==> config.mk <==
export PLATFORM = sky130hd
export DESIGN_NAME = seg14_letter_decoder
export DESIGN_NICKNAME = d
export VERILOG_FILES = /design/src/rtl/alpha14_pkg.sv /design/src/rtl/seg14_table_rom.sv /design/src/rtl/seg14_letter_decoder.sv
export SDC_FILE = /design/constraint.sdc
export NUM_CORES = 1
export LEC_CHECK = 0
export ABC_AREA = 1
export BUFFER_PORTS_ARGS = -buffer_cell sky130_fd_sc_hd__buf_4
export CAP_MARGIN = 10
export CORE_MARGIN = 3
export CORE_UTILIZATION = 46
export DETAILED_ROUTE_END_ITERATION = 10
export GPL_TIMING_DRIVEN = 0
export PLACE_DENSITY = 0.62
export SLEW_MARGIN = 15
export SYNTH_ARGS = -nofsm -noshare
export SYNTH_HDL_FRONTEND = slang
export SYNTH_SLANG_ARGS = --single-unit
==> constraint.sdc <==
create_clock -name clk -period 2.9 [get_ports clk]
set_input_delay 0.29 -clock clk [delete_from_list [all_inputs] [get_ports clk]]
set_output_delay 0.29 -clock clk [all_outputs]
set_load 0.05 [all_outputs]
==> src/rtl/alpha14_pkg.sv <==
// Shared 14-segment alphabet definitions: letter table, result payload and
// decoder FSM states, used by both the encoder and decoder sides.
package alpha14_pkg;

  localparam int unsigned SEG_W        = 14;
  localparam int unsigned CODE_W       = 5;
  localparam int unsigned LETTER_COUNT = 26;

  localparam logic [CODE_W-1:0] CODE_BLANK = 5'h1F;

  typedef logic [SEG_W-1:0] seg_t;

  // Bit n drives segment s[n]; entries are unique and never all-off.
  localparam seg_t SEG_TABLE [0:LETTER_COUNT-1] = '{
    14'h00F7, // A
    14'h128F, // B
    14'h0039, // C
    14'h120F, // D
    14'h00F9, // E
    14'h0071, // F
    14'h00BD, // G
    14'h00F6, // H
    14'h1209, // I
    14'h001E, // J
    14'h2470, // K
    14'h0038, // L
    14'h0536, // M
    14'h2136, // N
    14'h003F, // O
    14'h00F3, // P
    14'h203F, // Q
    14'h20F3, // R
    14'h00ED, // S
    14'h1201, // T
    14'h003E, // U
    14'h0C30, // V
    14'h2836, // W
    14'h2D00, // X
    14'h1500, // Y
    14'h0C09  // Z
  };

  typedef enum logic [1:0] {
    IDLE,
    SETTLE,
    SCAN,
    OUT
  } dec_state_e;

  typedef struct packed {
    logic [CODE_W-1:0] code;
    logic              err;
  } result_t;

endpackage

==> src/rtl/seg14_table_rom.sv <==
// Letter index to 14-segment pattern lookup; out-of-range indices read blank.
module seg14_table_rom
  import alpha14_pkg::*;
(
  input  logic [CODE_W-1:0] idx,
  output logic [SEG_W-1:0]  pattern
);

  always_comb begin
    pattern = '0;
    if (idx < CODE_W'(LETTER_COUNT)) begin
      pattern = SEG_TABLE[idx];
    end
  end

endmodule

==> src/rtl/seg14_letter_decoder.sv <==
// Recovers the letter code from a stable 14-segment pattern by scanning the
// shared letter table one entry per cycle.
module seg14_letter_decoder
  import alpha14_pkg::*;
#(
  parameter int unsigned STABLE_CYCLES = 4,
  parameter int unsigned CNT_W         = 4
) (
  input  logic              clk,
  input  logic              rst_n,
  input  logic [SEG_W-1:0]  seg_i,
  input  logic              seg_valid_i,
  output logic              seg_ready_o,
  output logic [CODE_W-1:0] code_o,
  output logic              err_o,
  output logic              code_valid_o,
  input  logic              code_ready_i
);

  dec_state_e        state_q, state_d;
  logic [SEG_W-1:0]  cap_q, cap_d;
  logic [CNT_W-1:0]  cnt_q, cnt_d;
  logic [CODE_W-1:0] idx_q, idx_d;
  result_t           res_q, res_d;
  logic              ready_q;
  logic              valid_q;
  logic [SEG_W-1:0]  rom_pat;
  logic              accept_c;

  seg14_table_rom u_rom (
    .idx     (idx_q),
    .pattern (rom_pat)
  );

  // ready_q mirrors "state is IDLE or SETTLE", so this is the beat handshake.
  assign accept_c = seg_valid_i && ready_q;

  always_ff @(posedge clk or negedge rst_n) begin
    if (!rst_n) begin
      state_q <= IDLE;
    end else begin
      state_q <= state_d;
    end
  end

  always_comb begin
    state_d = state_q;
    cap_d   = cap_q;
    cnt_d   = cnt_q;
    idx_d   = idx_q;
    res_d   = res_q;
    unique case (state_q)
      IDLE: begin
        if (accept_c) begin
          cap_d   = seg_i;
          cnt_d   = CNT_W'(1);
          idx_d   = '0;
          state_d = (STABLE_CYCLES == 1) ? SCAN : SETTLE;
        end
      end
      SETTLE: begin
        // Gaps hold the count; a differing beat restarts it on the new pattern.
        if (accept_c) begin
          if (seg_i == cap_q) begin
            cnt_d = cnt_q + CNT_W'(1);
            if (cnt_d == CNT_W'(STABLE_CYCLES)) begin
              if (cap_q == '0) begin
                res_d.code = CODE_BLANK;
                res_d.err  = 1'b0;
                state_d    = OUT;
              end else begin
                idx_d   = '0;
                state_d = SCAN;
              end
            end
          end else begin
            cap_d = seg_i;
            cnt_d = CNT_W'(1);
          end
        end
      end
      SCAN: begin
        if (rom_pat == cap_q) begin
          res_d.code = idx_q;
          res_d.err  = 1'b0;
          state_d    = OUT;
        end else if (idx_q == CODE_W'(LETTER_COUNT - 1)) begin
          res_d.code = CODE_BLANK;
          res_d.err  = 1'b1;
          state_d    = OUT;
        end else begin
          idx_d = idx_q + CODE_W'(1);
        end
      end
      OUT: begin
        if (code_ready_i) begin
          state_d = IDLE;
        end
      end
      default: state_d = IDLE;
    endcase
  end

  // Datapath and registered handshake outputs follow the next state.
  always_ff @(posedge clk or negedge rst_n) begin
    if (!rst_n) begin
      cap_q   <= '0;
      cnt_q   <= '0;
      idx_q   <= '0;
      res_q   <= '0;
      ready_q <= 1'b1;
      valid_q <= 1'b0;
    end else begin
      cap_q   <= cap_d;
      cnt_q   <= cnt_d;
      idx_q   <= idx_d;
      res_q   <= res_d;
      ready_q <= (state_d == IDLE) || (state_d == SETTLE);
      valid_q <= (state_d == OUT);
    end
  end

  assign seg_ready_o  = ready_q;
  assign code_valid_o = valid_q;
  assign code_o       = res_q.code;
  assign err_o        = res_q.err;

endmodule

==> results by stage, run 1 <==
Outcome:
- The flow ran to the end, and the final reports show no timing, DRC or antenna violations.

Floorplan:
- Pin placement for this block handled 26 I/O pins.
- The die covers 7020 µm².
- From left edge to right edge, the die measures 83.8 µm.
- The area of the core region is 5680 µm².
- The die is 83.8 µm tall.
- The effective utilization at floorplan is 49.1%.
- In this run the core area contains 27 standard-cell rows.

Timing:
- The transition at the pin with the smallest max-transition slack is 450 ps.
- The count of pins over their slew limit was 0.
- For the final routed database, the setup TNS stands at 0 ps.
- Headroom to the max-slew limit came out at 70.0%.
- The fmax is 382 MHz.
- The setup violation total in the final timing report is 0.
- The number of hold violations in the final report is 0.
- On the final layout, the worst clock skew is 5.78 ps.
- The setup slack after layout is 281 ps.
- The final critical-path required period is 2620 ps.
- In the finished design, the share of the clock period the worst path needs comes to 90.3%.
- Setup repair after global routing left no endpoint under its margin.
- The tightest hold margin is 268 ps.

Synthesis:
- After synthesis, the share of flip-flops with an asynchronous set or reset is 100%.
- The register bit total from synthesis is 33.
- Each instance of the synthesized netlist takes up on average 6.50 µm².
- In the synthesized netlist the dominant register cell turns out to be sky130_fd_sc_hd__dfrtp_1.
- In the synthesized netlist, the cells that appear most often are sky130_fd_sc_hd__nand2_1, sky130_fd_sc_hd__inv_1, sky130_fd_sc_hd__nand3_1.
- Counting every net in the synthesized netlist gives 461.
- The cell area that synthesis handed to floorplanning was 2780 µm².
- Yosys attributes the largest share of cell area to sky130_fd_sc_hd__dfrtp_1, sky130_fd_sc_hd__nand2_1, sky130_fd_sc_hd__nand3_1.
- Yosys mapped a number of flops with a built-in enable equal to 0.
- The total of warnings raised by yosys is 0.
- Summed over its instances, the top area cell type makes up 28.8% of the synthesized netlist area.
- The largest total area in the synthesized netlist belongs to sky130_fd_sc_hd__dfrtp_1.
- The number of unique standard cell types used by synthesis is 36.
- Synthesis handed over a netlist of 428 instances.
- In the post-synthesis netlist, the cell with the most instances is sky130_fd_sc_hd__nand2_1.
- The register area share after synthesis is 29.7%.

Pwr:
- The net switching share of the total power is 26.0%.
- The total design power is 1110 µW.
- The share of power burned in combinational logic is 12.8%.
- Summed over all cells, the static leakage comes to 0.00167 µW.
- The sequential power share is 46.0%.
- The worst-case vdd ir drop is 0.271 mV.
- The internal power contribution is 819 µW.
- The total power divided by cell area is 347 nW/µm².
- In this run the power spent charging and discharging nets is 288 µW.
- The portion of total power attributed to the clock network is 41.1%.

Worst setup path:
- The worst setup path is launched from a flip-flop.
- Walking the worst path, the cells encountered are inv_1, ha_1, nand3b_1, buf_2, nand2_1, inv_2, nand2_1, nand2_1, nand2_1, nor2_1, nand3_1, nor2_4, nand3_4, nand2_4, nand2_1, o21ai_0.
- The most numerous cell type found on the critical path is sky130_fd_sc_hd__nand2_1.
- Along the worst path, the maximum fanout reaches 11.
- The worst setup path is of the flip-flop to flip-flop kind.
- At the worst endpoint, the arrival time is 2820 ps.
- STA puts the critical path data required time at 3100 ps.
- In this design, the stage delay of the slowest critical-path cell is 500 ps.
- The worst setup path is captured at a flip-flop.
- The slowest stage of the critical path is the sky130_fd_sc_hd__dfrtp_2 cell.

Route:
- Using the TritonRoute via totals, the vias-per-cell ratio works out to 5.25.
- The count of unresolved DRC violations after routing is 0.
- The detail route stage leaves a number of antenna-violating nets equal to 0.
- The mean routed wirelength per cell is 13.7 µm.
- The detailed router finished its first iteration with 174 violations.
- For this block, the via count after detailed routing is 2802.
- The total wire length after detailed routing is 7.30 mm.
- The first-pass iteration count of the detailed router is 6.

Global route:
- The number of global-route vias before repair is 2599.
- The overflow left after global routing is 0.
- Global routing consumed, over all layers together, 21.5% of the routing resources.
- The first global-routing pass estimated 12.4 mm of wire.
- The initial antenna violation count is 0.
- The pin count of the biggest net entering global routing is 34.

CTS:
- After clock tree synthesis, the setup repair step added 0 buffers.
- After clock tree synthesis, the clock-pin slew on the worst setup and hold paths is 70 ps.
- For this design, the sink count on the clock tree is 33.
- In this run the number of H-tree levels came out at 2.
- The clock passes through at most 2 buffers.
- Clock tree synthesis selected as its root buffer the cell sky130_fd_sc_hd__clkbuf_8.
- The TritonCTS clock tree is yes.
- The clock reaches the later pin of the worst-skew pair after 280 ps.
- The clock buffer count from CTS is 5.

Layout:
- The cell area after layout is 3190 µm².
- The final net count is 494.
- Compared with the post-synthesis result, the final layout area differs by 14.6%.
- The antenna diode count is 0.
- The share of cells above drive strength 1 is 13.9%.
- Counting the fill cells in the layout gives 585.

Place:
- At the end of routability-driven placement, the weighted congestion stood at 0.883.
- In this run the tool buffered the top-level ports with 25 buffer cells.
- After detailed placement, the total cell area comes to 3060 µm².
- The HPWL after detailed placement is 5.57 mm.
- Timing analysis after detailed placement gives a worst setup slack of 198 ps.

Flow run:
- Max-cap violations in this run came to 0.

Worst hold path:
- The worst hold-check path type is primary input to flip-flop.
==> worst paths after layout <==
kind                            startpoint          end  slack (ps)  depth (start not counted)
worst max register to register    idx_q[1]     idx_q[3]         280                         16
max in group asynchronous            rst_n  seg_ready_o        2050                          2
min in group asynchronous            rst_n     idx_q[3]         490                          2
worst max-delay path              idx_q[1]     idx_q[3]         280                         16
worst min register to register   code_o[3]    code_o[3]         530                          2
worst min-delay path             seg_i[10]    cap_q[10]         270                          3
==> through the flow <==
step	util [%]	std cells
floorplan	-	428
global placement	53.9	525
detailed placement	53.9	525
CTS	56.2	534
global route	56.2	534
finish	56.2	534
==> timing repair <==
item / CTS / global route
hold endpoints to repair: 32 / 0
resized for setup: 0 / 1
hold buffers: 1 / 0
endpoints found under the setup margin: 0 / 4
==> power by group through the flow <==
| stage | clock network, µW | logic [µW] | registers [µW] |
|---|---|---|---|
| after global placement | 0 | 140 | 516 |
| final | 455 | 142 | 509 |
| after global routing | 484 | 166 | 513 |
| after detailed placement | 0 | 141 | 517 |
| after floorplan | 0 | 91.2 | 509 |
| after CTS | 470 | 143 | 508 |
==> layout make-up <==
class                           instances  area [µm²]  area share (%)
Clock inverter                          1        30.0           0.942
Inverter                               49         184            5.77
Tap cell                               72        90.1            2.82
Sequential cell                        33         828            26.0
Timing Repair Buffer                   26         198            6.20
Clock buffer                            7        86.3            2.71
Multi-Input combinational cell        332        1680            52.5
Buffer                                 14        97.6            3.06
==> cells in the final DEF (no fill, tap or decap), types with 3 or more instances in the layout <==
cell type	count
sky130_fd_sc_hd__nand3b_1	3
sky130_fd_sc_hd__o21ai_1	4
sky130_fd_sc_hd__nor3_1	4
sky130_fd_sc_hd__inv_1	45
sky130_fd_sc_hd__a21oi_1	11
sky130_fd_sc_hd__buf_4	30
sky130_fd_sc_hd__nand2_1	159
sky130_fd_sc_hd__clkbuf_8	6
sky130_fd_sc_hd__inv_2	4
sky130_fd_sc_hd__nor2_1	29
sky130_fd_sc_hd__nand3_1	43
sky130_fd_sc_hd__buf_2	6
sky130_fd_sc_hd__ha_1	15
sky130_fd_sc_hd__nand3_2	3
sky130_fd_sc_hd__nand4_1	20
sky130_fd_sc_hd__dfrtp_1	31
sky130_fd_sc_hd__o21ai_0	16
sky130_fd_sc_hd__xor2_1	6
==> routing by layer <==
layer	share of wire, %	vias to the layer above	track usage (%)	wire [µm]
li1	-	1449	-	-
met1	51	1280	31.2	3730
met2	45	67	33.5	3260
met3	3.2	6	2.76	237
met4	1.1	0	5.56	79
met5	0	-	0	0
==> state kept, by name (all words and copies together), names as in the netlist <==
signal        flops
cap_q            14
code_o            5
idx_q             5
cnt_q             4
state_q           2
code_valid_o      1
err_o             1
seg_ready_o       1
==> worst max-delay path: cells and delay by family (launching register included) <==
kind	cells	cell delay, ps
adders and majority gates	1	220
and+or+nand+nor	11	1160
AOI/OAI and AO/OA	1	70
buffers and inverters	3	610
DFF	1	500
==> cells by family (layout without fill, tap and decap cells) <==
group	count (synthesis)	after routing	synth area share [%]
flip-flops	33	33	29.7
buffers and inverters	63	97	10.1
AND/OR/NAND/NOR	272	272	43.6
XOR/XNOR	7	7	2.20
adder cells (fa/ha/maj)	15	15	6.74
AO/OA/AOI/OAI	38	38	7.60
No activity file was read; power rests on OpenSTA's default activity.
==> run 2: changes to the inputs <==
GPL_TIMING_DRIVEN = not set   (was 0)
==> run 2 against run 1 <==
Critical endpoint is now idx_q[1]. First-iteration DRC count rose by 7.5%. Clock skew barely moved. Non-clock buffer count fell by 6. Total power fell by 9.7%. Combinational power barely moved. Design area fell by 2.2%. Largest cell class unchanged.
==> results by stage, run 2 (synthesis results as in run 1) <==
Outcome:
- The flow ran to the end, and the final reports show no timing, DRC or antenna violations.

Timing:
- The final critical-path required period was 2500 ps (-121 ps).
- The setup violation total in the final timing report came to 0 (unchanged).
- The setup TNS was 0 ps (unchanged).
- The worst max-slew margin expressed relative to the limit was 69.6% (-0.38 points).
- The number of hold violations in the final report is 0 (unchanged).
- The transition at the pin with the smallest max-transition slack is 455 ps (+5.77 ps).
- Setup repair after global routing left no endpoint under its margin.
- The count of pins over their slew limit is 0 (unchanged).
- The setup slack after layout is 402 ps (+121 ps).
- The fmax is 400 MHz (+4.8%).
- The final period utilization is 86.1% (-4.2 points).
- The largest clock skew in the final design is 6.07 ps (+0.288 ps).

Layout:
- The growth of design area from synthesis to finish is 12.1%.
- The register ranked first by flip-flop count is cap_q.
- The share of cells above drive strength 1 is 12.9% (-0.91 points).
- The antenna diode count came to 0 (unchanged).
- In the layout the commonest cells are sky130_fd_sc_hd__nand2_1, sky130_fd_sc_hd__inv_1, sky130_fd_sc_hd__nand3_1.
- The number of flip-flops under the largest register name was 14 (unchanged).
- Leaving out fill and tap cells, the most frequent cell in the layout is sky130_fd_sc_hd__nand2_1.
- The final net count came to 488 (-1.2%).
- The number of filler cells placed in the layout is 616 (+5.3%).

Global route:
- The overall fraction of global-route tracks in use is 20.9% (-0.53 points).
- The overflow left after global routing is 0 (unchanged).
- The initial antenna violation count came to 0 (unchanged).
- The number of global-route vias before repair is 2498 (-3.9%).
- The global-route wire length before repair is 12.1 mm (-2.5%).
- The pin count of the biggest net entering global routing is 34 (unchanged).

Worst hold path:
- In this run the most critical hold path is launched from seg_i[0].
- In this run the worst hold path is classified as primary input to flip-flop.

Worst setup path:
- The critical setup path kind is flip-flop to flip-flop.
- The critical path launch point type is a flip-flop.
- The startpoint identified for the worst register-to-register timing path is idx_q[1].
- The data arrival time of the worst path is 2730 ps (-90 ps).
- The source of the critical timing path is idx_q[1].
- The element type at the critical path end is a flip-flop.
- The data required time of the worst path is 3130 ps (+30 ps).
- The highest fanout seen on the critical path was 11 (unchanged).

Floorplan:
- The floorplan die area is 7020 µm² (unchanged).
- The vertical die dimension is 83.8 µm (unchanged).
- The number of placement rows is 27 (unchanged).
- The x dimension of the die is 83.8 µm (unchanged).
- The area of the core region is 5680 µm² (unchanged).
- The count of boundary I/O pins is 26 (unchanged).
- The effective utilization at floorplan is 49.1% (unchanged).

Place:
- The count of buffers from port buffering is 25 (unchanged).
- The pre-CTS worst setup slack is 416 ps (+218 ps).
- The placer congestion estimate is 1.00 (+13%).
- The HPWL after detailed placement came to 5.48 mm (-1.5%).

CTS:
- The library cell used as clock root buffer is sky130_fd_sc_hd__clkbuf_8.
- TritonCTS built the clock tree.
- The clock net sink count is 33 (unchanged).
- The level count of the clock H-tree came to 2 (unchanged).
- The clock-pin slew reported for the worst setup and hold paths after clock tree synthesis is 80 ps (about the same).
- The insertion delay of the later-clocked pin in the worst-skew pair came to 290 ps (about the same).
- The clock buffer count from CTS was 5 (unchanged).
- The maximum number of buffers from clock root to sink was 2 (unchanged).
- The buffers inserted during post-CTS setup optimization was 0 (unchanged).

Route:
- The number of vias in the routed layout was 2755 (-1.7%).
- The number of nets still failing antenna checks after routing came to 0 (unchanged).
- The number of DRC markers after the initial detailed-route iteration is 187 (+7.5%).
- The first-pass iteration count of the detailed router is 4 (-2).
- The count of unresolved DRC violations after routing was 0 (unchanged).
- The total wire length after detailed routing is 7.13 mm (-2.3%).
- The average via count per standard cell is 5.22 (-0.56%).
- The mean routed wirelength per cell is 13.5 µm (-1.2%).

Pwr:
- The worst-case vdd ir drop is 0.296 mV (+9.1%).
- The leakage dissipation was 0.00164 µW (-2.2%).
- The total power divided by cell area is 320 nW/µm² (-7.7%).

Flow run:
- The max-capacitance violation count is 0 (unchanged).
==> run 2: cell count changes in the layout (fill, tap and decap cells not counted) <==
cell / change
sky130_fd_sc_hd__buf_6: -1
sky130_fd_sc_hd__clkinvlp_4: +1
sky130_fd_sc_hd__bufinv_16: -1
sky130_fd_sc_hd__clkinv_2: +2
sky130_fd_sc_hd__buf_4: +3
sky130_fd_sc_hd__clkbuf_8: -1
sky130_fd_sc_hd__dfrtp_1: +1
sky130_fd_sc_hd__buf_2: -6
sky130_fd_sc_hd__buf_8: -1
sky130_fd_sc_hd__clkbuf_1: -2
sky130_fd_sc_hd__dfrtp_2: -1
==> run 2: cell type report <==
cell class,count,area (µm²),share of cell area [%]
flip-flops and latches,33,827,26.5
well taps,72,90.1,2.89
clock buffers,5,68.8,2.21
multi-input cells,332,1680,53.7
repair buffers,34,258,8.26
clock inverters,3,17.5,0.561
inverters,49,184,5.89
==> run 2: what timing repair did <==
item,CTS,global route
gates resized for setup,0,0
hold buffers,1,0
hold endpoints to repair,32,0
==> run 2: through the flow <==
stage          util (%)  std cells  power [µW]  hold WS [ps]  instance area [µm²]
4_1_cts            55.0        528        1010           263                 3120
3_5_place_dp       53.3        519         659           282                 3020
2_1_floorplan         -        428         601         -5.59                 2780
3_3_place_gp       53.3        519         657           276                 3020
6_report           55.0        528         999           263                 3120
5_1_grt            55.0        528        1060           279                 3120
==> run 2: final timing paths <==
| kind | to | slack (ps) | cells after the start |
|---|---|---|---|
| min in group asynchronous | idx_q[2] | 500 | 2 |
| setup reg to reg | idx_q[1] | 400 | 14 |
| hold reg to reg | code_o[3] | 530 | 2 |
| hold / removal | cap_q[0] | 260 | 3 |
| max in group asynchronous | seg_ready_o | 2050 | 2 |
| setup / recovery | idx_q[1] | 400 | 14 |
==> run 2: worst max-delay path: stages (launching register included) <==
cell	delay, ps
sky130_fd_sc_hd__dfrtp_1	360
sky130_fd_sc_hd__inv_1	170
sky130_fd_sc_hd__ha_1	270
sky130_fd_sc_hd__nand3b_1	400
sky130_fd_sc_hd__nand2_1	190
sky130_fd_sc_hd__inv_2	50
sky130_fd_sc_hd__nand2_1	50
sky130_fd_sc_hd__nand2_1	40
sky130_fd_sc_hd__nand2_1	90
sky130_fd_sc_hd__nor2_1	50
sky130_fd_sc_hd__nand3_1	130
sky130_fd_sc_hd__nor2_4	50
sky130_fd_sc_hd__a21boi_1	320
sky130_fd_sc_hd__nand3_1	160
sky130_fd_sc_hd__nand2_1	100
==> run 2: report_power, final <==
| group | internal (µW) | leakage (µW) | switching [µW] |
|---|---|---|---|
| clock | 166 | 0.0000439 | 183 |
| sequential | 481 | 0.000420 | 27.5 |
| combinational | 57.5 | 0.00117 | 84.8 |
==> run 2: layer usage <==
metal | global-route usage, % | share of wire [%] | wire length (µm)
met2 | 31.5 | 44 | 3140
met3 | 3.46 | 5.5 | 393
met4 | 3.95 | 0.91 | 65
met1 | 31.6 | 50 | 3530
met5 | 0 | 0 | 0
==> run 3: changes to the inputs <==
ABC_AREA = not set   (was 1)
PLACE_DENSITY = 0.63   (was 0.62)
==> run 3 against run 2 <==
Critical path depth is 4 lower. First-iteration DRC count is 1.1% higher. Design area is 5.4% lower. Sequential cell count unchanged. Critical endpoint is now idx_q[3]. Global-route usage down 1.6 points. Sequential power hardly changed. Clock power grew 30%. Worst hold slack got worse by 18 ps. Area after synthesis shrank 9.2%. Combinational power fell by 25%. Via count down 25%.
==> results by stage, run 3 <==
Outcome:
- The flow ran to the end, and the final reports show no timing, DRC or antenna violations.

Worst setup path:
- The worst setup path is launched from a flip-flop.
- The category of cells accounting for the largest share of critical-path delay is simple AND/OR/NAND/NOR gates.
- The reg-to-reg startpoint is idx_q[0].
- For this design, the slowest cell found on the critical path is sky130_fd_sc_hd__or4_4.
- The logic depth of the worst register-to-register path came to 10 (-4).
- The reg-to-reg setup timing slack is 110 ps (-290 ps).
- The setup path with the least slack is of type flip-flop to flip-flop.
- The highest fanout seen on the critical path is 7 (-4).
- The worst setup path is captured at a flip-flop.
- The data required time of the worst path was 3040 ps (-90 ps).
- The data arrival time of the worst path came to 2930 ps (+200 ps).
- The worst register-to-register path ends at idx_q[3].
- The critical path goes through inv_1, ha_2, nor2b_1, o311ai_1, o311ai_2, xnor2_1, or4_4, nor3_4, or4_1, nand3_1.
- The maximum cell stage delay along the critical path is 560 ps (+160 ps).
- The number of buffers and inverters on the critical path came to 1 (-1).
- Tracing the worst setup path back leads to its startpoint at idx_q[0].

Pwr:
- The worst-case vdd ir drop is 0.311 mV (+5.0%).
- The total design power was 1070 µW (+6.8%).
- The total power divided by cell area is 362 nW/µm² (+13%).
- The leakage dissipation came to 0.00132 µW (-20%).

Timing:
- The setup TNS is 0 ps (unchanged).
- Setup repair after global routing left no endpoint under its margin.
- The setup violation total in the final timing report is 0 (unchanged).
- The fmax is 358 MHz (-10%).
- The worst max-slew margin expressed relative to the limit was 58.5% (-11 points).
- The final period utilization is 96.2% (+10 points).
- The transition at the pin with the smallest max-transition slack is 622 ps (+167 ps).
- The count of pins over their slew limit is 0 (unchanged).
- The setup slack after layout came to 109 ps (-293 ps).
- The largest clock skew in the final design is 10.5 ps (+4.41 ps).
- The final critical-path required period is 2790 ps (+293 ps).
- The number of hold violations in the final report was 0 (unchanged).

Synthesis:
- The total of warnings raised by yosys is 0 (unchanged).
- The count of mapped cells out of synthesis came to 268 (-37%).
- In the post-synthesis netlist, the cell with the most instances is sky130_fd_sc_hd__dfrtp_1.
- The number of enable flip-flop cells after synthesis is 0 (unchanged).
- The most used flip-flop cell after synthesis is sky130_fd_sc_hd__dfrtp_1.
- Summed over all instances, the cell type with the most area after synthesis is sky130_fd_sc_hd__dfrtp_1.
- The register bit total from synthesis is 33 (unchanged).
- Yosys attributes the largest share of cell area to sky130_fd_sc_hd__dfrtp_1, sky130_fd_sc_hd__ha_1, sky130_fd_sc_hd__xor2_1.
- The share of synthesized flip-flops with an asynchronous set or reset is 100% (unchanged).
- The share of Yosys cell area claimed by the top area cell type is 31.7% (+2.9 points).
- The mean instance size in the synthesized netlist is 9.43 µm² (+45%).
- The net count after synthesis is 301 (-35%).
- The register area share after synthesis is 32.7% (+3.0 points).
- By count the netlist is led by sky130_fd_sc_hd__dfrtp_1, sky130_fd_sc_hd__xor2_1, sky130_fd_sc_hd__ha_1, sky130_fd_sc_hd__nand2_1.
- The number of unique standard cell types used by synthesis came to 54 (+50%).
- The area of the mapped netlist was 2530 µm² (-9.2%).

Layout:
- The antenna diode count is 0 (unchanged).
- The register ranked first by flip-flop count is cap_q.
- In the layout the commonest cells are sky130_fd_sc_hd__buf_4, sky130_fd_sc_hd__dfrtp_1, sky130_fd_sc_hd__xor2_1.
- The area used by sequential logic in the layout is 828 µm² (+0.15%).
- The multi-input combinational cell area is 1570 µm² (-6.2%).
- The final core utilization is 56.7% (+1.7 points).
- The number of filler cells placed in the layout is 465 (-25%).
- The area growth from synthesis to layout is 16.8%.
- The share of cells above drive strength 1 is 24.8% (+12 points).
- The most frequent standard cell in the layout excluding fill and tap cells is sky130_fd_sc_hd__buf_4.
- The final net count came to 335 (-31%).
- The number of flip-flops under the largest register name was 14 (unchanged).

CTS:
- The maximum number of buffers from clock root to sink is 2 (unchanged).
- The clock buffer count from CTS is 5 (unchanged).
- The level count of the clock H-tree came to 2 (unchanged).
- The insertion delay of the later-clocked pin in the worst-skew pair came to 290 ps (about the same).
- The library cell used as clock root buffer is sky130_fd_sc_hd__clkbuf_8.
- The clock-pin slew reported for the worst setup and hold paths after clock tree synthesis is 70 ps (about the same).
- The clock net sink count was 33 (unchanged).
- The TritonCTS clock tree is yes.
- The buffers inserted during post-CTS setup optimization is 0 (unchanged).

Route:
- The count of unresolved DRC violations after routing is 0 (unchanged).
- The total wire length after detailed routing came to 5.84 mm (-18%).
- The first-pass iteration count of the detailed router is 4 (unchanged).
- The mean routed wirelength per cell came to 15.7 µm (+16%).
- The average via count per standard cell is 5.57 (+6.7%).
- The number of nets still failing antenna checks after routing is 0 (unchanged).
- The number of DRC markers after the initial detailed-route iteration is 189 (+1.1%).
- The number of vias in the routed layout is 2076 (-25%).

Place:
- The placer congestion estimate was 0.877 (-12%).
- The count of buffers from port buffering is 25 (unchanged).
- The pre-CTS worst setup slack came to 145 ps (-271 ps).
- The HPWL after detailed placement is 4.37 mm (-20%).

Floorplan:
- The vertical die dimension came to 80.1 µm (-4.4%).
- The number of placement rows is 26 (-3.7%).
- The x dimension of the die is 80.1 µm (-4.4%).
- The count of boundary I/O pins is 26 (unchanged).
- The area of the core region is 5200 µm² (-8.3%).
- The effective utilization at floorplan is 48.6% (-0.49 points).
- The floorplan die area is 6420 µm² (-8.6%).

Global route:
- The initial antenna violation count was 0 (unchanged).
- The overall fraction of global-route tracks in use was 19.3% (-1.6 points).
- The global-route wire length before repair is 9.59 mm (-21%).
- The overflow left after global routing is 0 (unchanged).
- The pin count of the biggest net entering global routing is 34 (unchanged).
- The number of global-route vias before repair was 1957 (-22%).

Flow run:
- The max-capacitance violation count is 0 (unchanged).

Worst hold path:
- The terminating pin of the worst hold path is cap_q[6].
- The tightest min-delay check is of the primary input to flip-flop type.
- The source of the worst hold timing path is seg_i[6].
- The cell count of the worst hold path is 2 (-1).
-- run 3: cells by family (layout without fill, tap and decap cells) --
family,after synthesis,in the layout,synth area share [%]
muxes,20,20,8.61
adders and majority gates,15,15,7.43
DFF,33,33,32.7
xor gates and xnor gates,29,29,10.0
AOI/OAI and AO/OA,61,61,16.6
buffers and inverters,26,61,5.49
and+or+nand+nor,84,84,19.1
-- run 3: how the worst max path moves through the flow --
stage	endpoint	slack (ps)	cells past startpoint
finish	idx_q[3]	110	10
detailed placement	idx_q[3]	150	10
global route	idx_q[1]	30	11
floorplan	code_o[0]	190	11
global placement	idx_q[2]	170	11
CTS	idx_q[3]	120	10
-- run 3: what timing repair did --
action	CTS	global route
gates resized for setup	0	3
hold endpoints to repair	32	0
hold buffers	1	0
endpoints found under the setup margin	0	9
-- run 3: power by group --
| group | leakage (µW) | switching, µW | internal, µW | total, µW |
|---|---|---|---|---|
| Combinational | 0.000874 | 46.8 | 60.3 | 107 |
| Clock | 0.0000585 | 171 | 280 | 451 |
| Sequential | 0.000384 | 28.8 | 480 | 509 |
| Total | 0.00132 | 247 | 820 | 1070 |
-- run 3: final cells by class --
class,instances,share of cell area [%]
tap,70,2.97
sequential,33,28.1
clock buffer,7,2.92
inverter,14,1.78
multi-input combinational,209,53.2
clock inverter,1,1.02
timing repair buffer,39,10.0
-- run 3: per-stage QoR --
step                      hold slack (ps)  std cells  instance area, µm²
final                                 245        373                2950
after global routing                  249        373                2950
after CTS                             240        373                2940
after detailed placement              269        364                2810
after global placement                270        364                2810
after floorplan                     -5.59        268                2530
-- run 3: metal layers --
| layer | global-route usage [%] | up-vias | part of all wire [%] |
|---|---|---|---|
| met3 | 3.48 | 4 | 4.8 |
| met5 | 0 | - | 0 |
| met2 | 30.4 | 56 | 46 |
| met1 | 27.0 | 985 | 48 |
| met4 | 5.74 | 0 | 1.1 |
| li1 | - | 1031 | - |
